### src/rtl/cpu_core.sv
// rtl/cpu_core.sv - NoC traffic CPU endpoint: sends sequence-tagged words, counts responses.
// Optional CPU_RX_CHECK_EN enables in-order checking of inbound sequence numbers.
module cpu_core #(
    parameter logic [31:0] NUM_TRANSACTIONS = 32'd16,
    parameter logic [31:0] SEND_GAP         = 32'd0
) (
    input  logic        clk,
    input  logic        rst,
    input  logic [31:0] cpu_index,
    input  logic        data_cpu_to_noc_rdy,
    output logic        data_cpu_to_noc_vld,
    output logic [63:0] data_cpu_to_noc,
    output logic        data_noc_to_cpu_rdy,
    input  logic        data_noc_to_cpu_vld,
    input  logic [63:0] data_noc_to_cpu,
    output logic        transactions_done,
    output logic [15:0] error_count
);

    typedef enum logic [1:0] {IDLE, SEND, GAP, DONE} state_t;

    state_t      state_q, state_d;
    logic [31:0] tx_seq_q, tx_seq_d;
    logic [31:0] gap_cnt_q, gap_cnt_d;
    logic [31:0] rx_count_q, rx_count_d;
    logic        vld_q, vld_d;
    logic [63:0] data_q, data_d;
    logic        rdy_q, rdy_d;
    logic        done_q, done_d;
    logic [15:0] err_q, err_d;
    logic        tx_accept;
    logic        rx_accept;
    logic        unused_rx;

    assign tx_accept = vld_q & data_cpu_to_noc_rdy;
    assign rx_accept = rdy_q & data_noc_to_cpu_vld;
    assign unused_rx = ^data_noc_to_cpu;

    always_comb begin
        state_d   = state_q;
        tx_seq_d  = tx_seq_q;
        gap_cnt_d = gap_cnt_q;
        vld_d     = vld_q;
        data_d    = data_q;
        case (state_q)
            IDLE: begin
                if (NUM_TRANSACTIONS != 32'd0) begin
                    state_d  = SEND;
                    vld_d    = 1'b1;
                    tx_seq_d = 32'd0;
                    data_d   = {cpu_index, 32'd0};
                end else begin
                    state_d = DONE;
                end
            end
            SEND: begin
                if (tx_accept) begin
                    tx_seq_d = tx_seq_q + 32'd1;
                    if (tx_seq_q + 32'd1 == NUM_TRANSACTIONS) begin
                        state_d = DONE;
                        vld_d   = 1'b0;
                    end else if (SEND_GAP != 32'd0) begin
                        state_d   = GAP;
                        vld_d     = 1'b0;
                        gap_cnt_d = 32'd0;
                    end else begin
                        data_d = {cpu_index, tx_seq_q + 32'd1};
                    end
                end
            end
            GAP: begin
                // tx_seq already points at the next word to send
                if (gap_cnt_q == SEND_GAP - 32'd1) begin
                    state_d = SEND;
                    vld_d   = 1'b1;
                    data_d  = {cpu_index, tx_seq_q};
                end else begin
                    gap_cnt_d = gap_cnt_q + 32'd1;
                end
            end
            DONE: begin
                vld_d = 1'b0;
            end
            default: begin
                state_d = IDLE;
                vld_d   = 1'b0;
            end
        endcase
    end

    always_comb begin
        rx_count_d = rx_count_q + {31'd0, rx_accept};
        // Look ahead at the post-accept count so an extra word is never taken
        rdy_d      = (rx_count_d < NUM_TRANSACTIONS);
        done_d     = done_q | ((state_q == DONE) && (rx_count_q == NUM_TRANSACTIONS));
        err_d      = err_q;
`ifdef CPU_RX_CHECK_EN
        if (rx_accept && (data_noc_to_cpu[31:0] != rx_count_q) && (err_q != 16'hFFFF)) begin
            err_d = err_q + 16'd1;
        end
`else
        err_d = 16'd0;
`endif
    end

    always_ff @(posedge clk) begin
        if (rst) begin
            state_q    <= IDLE;
            tx_seq_q   <= 32'd0;
            gap_cnt_q  <= 32'd0;
            rx_count_q <= 32'd0;
            vld_q      <= 1'b0;
            data_q     <= 64'd0;
            rdy_q      <= 1'b0;
            done_q     <= 1'b0;
            err_q      <= 16'd0;
        end else begin
            state_q    <= state_d;
            tx_seq_q   <= tx_seq_d;
            gap_cnt_q  <= gap_cnt_d;
            rx_count_q <= rx_count_d;
            vld_q      <= vld_d;
            data_q     <= data_d;
            rdy_q      <= rdy_d;
            done_q     <= done_d;
            err_q      <= err_d;
        end
    end

    assign data_cpu_to_noc_vld = vld_q;
    assign data_cpu_to_noc     = data_q;
    assign data_noc_to_cpu_rdy = rdy_q;
    assign transactions_done   = done_q;
    assign error_count         = err_q;

endmodule

### config.mk
export PLATFORM = sky130hd
export DESIGN_NAME = cpu_core
export DESIGN_NICKNAME = d
export VERILOG_FILES = /design/src/rtl/cpu_core.sv
export SDC_FILE = /design/constraint.sdc
export NUM_CORES = 1
export LEC_CHECK = 0
export BUFFER_PORTS_ARGS = -buffer_cell sky130_fd_sc_hd__buf_4
export CORE_UTILIZATION = 45
export CTS_BUF_LIST = sky130_fd_sc_hd__clkbuf_16
export CTS_CLUSTER_DIAMETER = 30
export DETAILED_ROUTE_END_ITERATION = 7
export GPL_TIMING_DRIVEN = 0
export HOLD_SLACK_MARGIN = 0.1
export PLACE_DENSITY = 0.76
export REMOVE_ABC_BUFFERS = 1
export SLEW_MARGIN = 25
export SYNTH_ARGS = -nofsm -noshare
export SYNTH_HDL_FRONTEND = slang
export SYNTH_SLANG_ARGS = --single-unit
### constraint.sdc
create_clock -name clk -period 4.85 [get_ports clk]
set_input_delay 0.7275 -clock clk [delete_from_list [all_inputs] [get_ports clk]]
set_output_delay 0.7275 -clock clk [all_outputs]
set_load 0.005 [all_outputs]
# Yosys cells after proc, flatten, opt, wreduce, memory -nomap -nowiden
# Cells that the tools add are included.
# op_classes
magnitude_cmp,1
eq_ne,10
bitwise,4
muxes,14
add_sub_neg,3
n_reduce_logical,9
# ops
op,n
two-way mux 64 bit,3
case mux 64 bit (3 select lines),1
"adder 32 x 1 -> 32 bit, second input constant",2
"== test 32 x 5 -> 1 bit, second input constant",2
case mux 32 bit (2 select lines),1
adder 32 x 1 -> 32 bit,1
"== test 32 bit, second input constant",1
"less-than comparator 32 x 5 -> 1 bit, second input constant",1
two-way mux 32 bit,1
"inequality test 2 bit, second input constant",4
AND reduction 4 bit,2
two-way mux 2 bit,3
case mux 2 bit (3 select lines),1
"== test 2 bit, second input constant",2
case mux 1 bit (4 select lines),1
AND reduction 2 bit,2
two-way mux 1 bit,3
AND reduction 3 bit,1
nonzero test 3 bit,1
AND 1 bit,2
"== test 2 x 1 -> 1 bit, second input constant",1
logical NOT 2 bit,1
nonzero test 2 bit,1
logical AND 1 bit,1
2 further kinds,2
# word_totals
ff_bits,165
out_inout_bits,83
word_cells,49
in_bits,100

# Longest topological paths before layout
# logic_depth
word_depth,5
ltp_mapped,13
ltp_nobuf,11

# Least setup slack after synthesis
# No wires, ideal clock.
# synth_path
path_type,reg2reg
start,reg tx_seq_q[1]
end,"reg data_q[2], in the netlist data_cpu_to_noc[2]"
arrival_time_ns,3.068
setup_slack_ns,1.681
path_buffers,3
path_stages_with_launch,13
cell_sequence,dfxtp_1 -> ha_1 -> clkbuf_2 -> nand3_2 -> nor4_2 -> nand2_1 -> xnor2_1 -> or4b_4 -> nor4_4 -> buf_6 -> buf_6 -> o211ai_1 -> o41ai_1
# synth_between
elab_chain_len,4
elab_cells_between_ends,7
classes_between,add/sub: 1; eq/ne: 2; mux: 3; reduce/logical: 1
# synth_lines
element,line_no,rtl
start: declaration,23,"logic [31:0] tx_seq_q, tx_seq_d;"
start signal: assignment,119,tx_seq_q <= tx_seq_d;
adder 32 x 1 -> 32 bit (*),"59, 67",
== test 32 x 5 -> 1 bit / two-way mux 64 bit (equally long branches),59,if (tx_seq_q + 32'd1 == NUM_TRANSACTIONS) begin
inequality test 2 bit (no source line) / two-way mux 64 bit (equally long branches),--,
AND reduction 4 bit (no source line) / case mux 64 bit (3 select lines) (equally long branches),--,
end signal: assignment,123,data_q <= data_d;
end: declaration,27,"logic [63:0] data_q, data_d;"
# Mark *: on every way between the ends. The rest lies on a longest branch, timed or not. The select of a mux whose other input is x is not followed.
# A chain may end at the register's enable or synchronous reset.

# Worst setup path after layout
# layout_path
start,reg tx_seq_q[1]
end,"reg data_q[8], in the netlist data_cpu_to_noc[8]"
# The elaborated chain is that of the path after synthesis.

==> impl_metrics.env <==
export IMPL_reg2regPathDepth=11
export IMPL_h_tree_depth=4
export IMPL_first_pass_iters=5
export IMPL_synth_cell_types=74
export IMPL_setup_violations=0
export IMPL_cts_setup_buffers=0
export IMPL_critical_path_class="reg2reg"
export IMPL_dieArea_mm2=0.0206
export IMPL_rsz0062_at_grt="no"
export IMPL_worst_path_max_delay_cell="nor3b_4"
export IMPL_cp_data_required_time_ns=5.16
export IMPL_min_path_type="reg2reg"
export IMPL_postRouteWirelength_mm=22.2
export IMPL_top_layer="met4"
export IMPL_cts_hold_buf=0
export IMPL_hold_violations=0
export IMPL_fin_skew_ns=0.0103
export IMPL_numCtsBuffers=17
export IMPL_placement_io_buffers=102
export IMPL_ant_nets=0
export IMPL_die_w_um=143
export IMPL_clk_pin_slew_ns=0.07
export IMPL_start_util_pct=46.1
export IMPL_clock_latency_ns=0.43
export IMPL_core_mm2=0.0195
export IMPL_crit_top_cell="buf_4"
export IMPL_cp_cell_sequence="ha_1 > nand3_2 > nor3b_4 > a31oi_1 > or3b_1 > or4b_4 > nor4_4 > buf_4 > buf_4 > o211ai_1 > o41ai_1"
export IMPL_finalCritPeriodShare_pct=92.4
export IMPL_endpoint="data_cpu_to_noc[8]"
export IMPL_p_total_mw=3.11
export IMPL_antenna_diode_count=0
export IMPL_cts_sinks=165
export IMPL_tightest_slew_ns=1.10
export IMPL_arrival_ns=4.79
export IMPL_synth_edf_count=0
export IMPL_synth_area_mm2=0.00901
export IMPL_met1_length_mm=10.1
export IMPL_drc_errors=0
export IMPL_drtIter0Drc=725
export IMPL_vias_per_cell=5.82
export IMPL_leakage_nw=3.80
export IMPL_mostFrequentLayoutCells="dfxtp_1 (165), nor2_1 (127), buf_4 (103), nand2_1 (76), o21ai_0 (64)"
export IMPL_drive_gt1_share_pct=15.2
export IMPL_critical_path_max_stage_delay_ns=0.65
export IMPL_fillers=1810
export IMPL_p_switching_mw=0.757
export IMPL_reg2reg_from="tx_seq_q[1]"
export IMPL_fp_row_count=51
export IMPL_final_cells=1420
export IMPL_power_internal_mw=2.35
export IMPL_final_area_mm2=0.0104
export IMPL_r2r_end="data_cpu_to_noc[8]"
export IMPL_synth_top_cells_by_area="dfxtp_1 (37%), nor2_1 (5.3%), xnor2_1 (4.7%)"
export IMPL_critPathLaunchType="flip-flop"
export IMPL_globalRouteOverflowTotal=0
export IMPL_avgSynthCellArea_um2=8.10
export IMPL_status="finished clean"
export IMPL_vias=8262
export IMPL_fmax_mhz=223
export IMPL_antenna_found_initial=0
export IMPL_p_comb_share_pct=9.4
export IMPL_wl_met2_mm=10.0
export IMPL_cts_tree="yes"
export IMPL_finalCriticalPeriod_ns=4.48
export IMPL_final_common_cell="dfxtp_1"
export IMPL_rrSetupSlack_ns=0.37
export IMPL_maxSlewViolCount=0
export IMPL_grt_first_pass_wirelength_mm=36.3
export IMPL_power_per_cell_area_mw_per_mm2=299
export IMPL_place_area_mm2=0.00976
export IMPL_p_sw_share_pct=24.4
export IMPL_grt_max_degree=136
export IMPL_seqPwrFrac_pct=45.1
export IMPL_critPathCaptureType="flip-flop"
export IMPL_holdPathStages=2
export IMPL_crit_start="tx_seq_q[1]"
export IMPL_ys_seq_area_share_pct=36.7
export IMPL_yosysTopAreaCellShare_pct=36.7
export IMPL_async_flop_share_pct=0
export IMPL_syn_inst=1112
export IMPL_area_growth_pct=15.4
export IMPL_ctsLongestPathBuffers=2
export IMPL_io_pins=183
export IMPL_cap_violations=0
export IMPL_crit_fanout=16
export IMPL_hold_ws_ns=0.462
export IMPL_ys_seq_elements=165
export IMPL_gp_congestion=0.919
export IMPL_track_usage_pct=21.8
export IMPL_cts_resized=0
export IMPL_synth_top_area_cell="dfxtp_1"
export IMPL_dpl_hpwl_mm=14.5
export IMPL_wire_per_inst_um=15.6
export IMPL_ir_drop_mv=0.206
export IMPL_clkPwrFrac_pct=45.5
export IMPL_die_y_um=143
export IMPL_wl_met3_mm=1.70
export IMPL_yosysWarnings=0
export IMPL_maxSlewHeadroom_pct=26.5
export IMPL_nets=1251
export IMPL_dominantRegCellSynth="dfxtp_1"
export IMPL_grt_pass1_vias=7324
export IMPL_root_buffer="clkbuf_16"
export IMPL_dpl_cell_count=1388
export IMPL_setup_tns_ns=0
## cells in the mapped netlist (5+ instances only)
cell	count
a21oi_1	62
a22oi_1	32
a31oi_1	5
and2_1	5
and3_1	23
and4_1	12
buf_2	16
buf_4	19
clkbuf_1	71
clkbuf_2	5
dfxtp_1	165
ha_1	9
inv_1	11
mux2i_1	11
nand2_1	76
nand3_1	47
nand4_1	30
nor2_1	128
nor2b_1	7
nor3_1	29
nor4_1	20
o211ai_1	55
o21ai_0	65
o41ai_1	21
or2_2	6
or3_1	8
xnor2_1	48
xor2_1	45
## power groups by stage
| stage | logic, mW | clock network [mW] | registers, mW |
|---|---|---|---|
| detailed placement | 0.292 | 0 | 1.43 |
| finish | 0.293 | 1.41 | 1.40 |
| global placement | 0.270 | 0 | 1.43 |
| global route | 0.322 | 1.49 | 1.40 |
| CTS | 0.292 | 1.44 | 1.40 |
| floorplan | 0.138 | 0 | 1.43 |
## critical path, delay by kind of cell, from the launching register on
family	cells	cell delay, ns
fa+ha+maj	1	0.38
buf+inv	2	0.60
simple gates	5	2.49
flops	1	0.49
compound gates	3	0.39
## per-layer routing
layer | up-vias | track usage (%)
met5 | - | 0
met4 | 0 | 7.56
met1 | 3908 | 28.8
li1 | 4051 | -
met3 | 30 | 4.57
met2 | 273 | 35.0
## cell families after synthesis
family          share of synthesized area, %
compound gates                          20.4
xor+xnor                                9.04
fa+ha+maj                               1.25
buf+inv                                 6.93
flops                                   36.7
mux                                     1.47
other cells                           0.0416
simple gates                            24.2
## area by class of cell
class,count,area [µm²],share of cell area (%)
clock buffer,17,425,4.09
timing repair buffer,112,902,8.68
clock inverter,15,188,1.81
multi-input combinational,832,5190,49.9
tap,265,332,3.19
inverter,14,53.8,0.518
sequential,165,3300,31.8
## registers in the layout, summed over array words and instances (netlist names)
| signal | flops |
|---|---|
| data_cpu_to_noc | 64 |
| gap_cnt_q | 32 |
| rx_count_q | 32 |
| tx_seq_q | 32 |
| state_q | 2 |
| data_cpu_to_noc_vld | 1 |
| data_noc_to_cpu_rdy | 1 |
| transactions_done | 1 |
## per-stage QoR
stage / worst slack, ns / utilization, %
CTS: 0.191 / 53.1
finish: 0.368 / 53.2
global route: 0.147 / 53.2
global placement: -1.80 / 49.1
detailed placement: 0.240 / 50.0
floorplan: -0.174 / -
## worst min-delay path by stage
stage	slack, ns	end	start
2_1_floorplan	0.45	data_cpu_to_noc[24]	data_cpu_to_noc[24]
3_3_place_gp	0.44	data_cpu_to_noc[24]	data_cpu_to_noc[24]
3_5_place_dp	0.46	data_cpu_to_noc[19]	data_cpu_to_noc[19]
4_1_cts	0.47	data_cpu_to_noc[30]	data_cpu_to_noc[30]
5_1_grt	0.48	data_cpu_to_noc[34]	data_cpu_to_noc[34]
6_report	0.46	data_cpu_to_noc[30]	data_cpu_to_noc[30]
No activity file was read; power rests on OpenSTA's default activity.
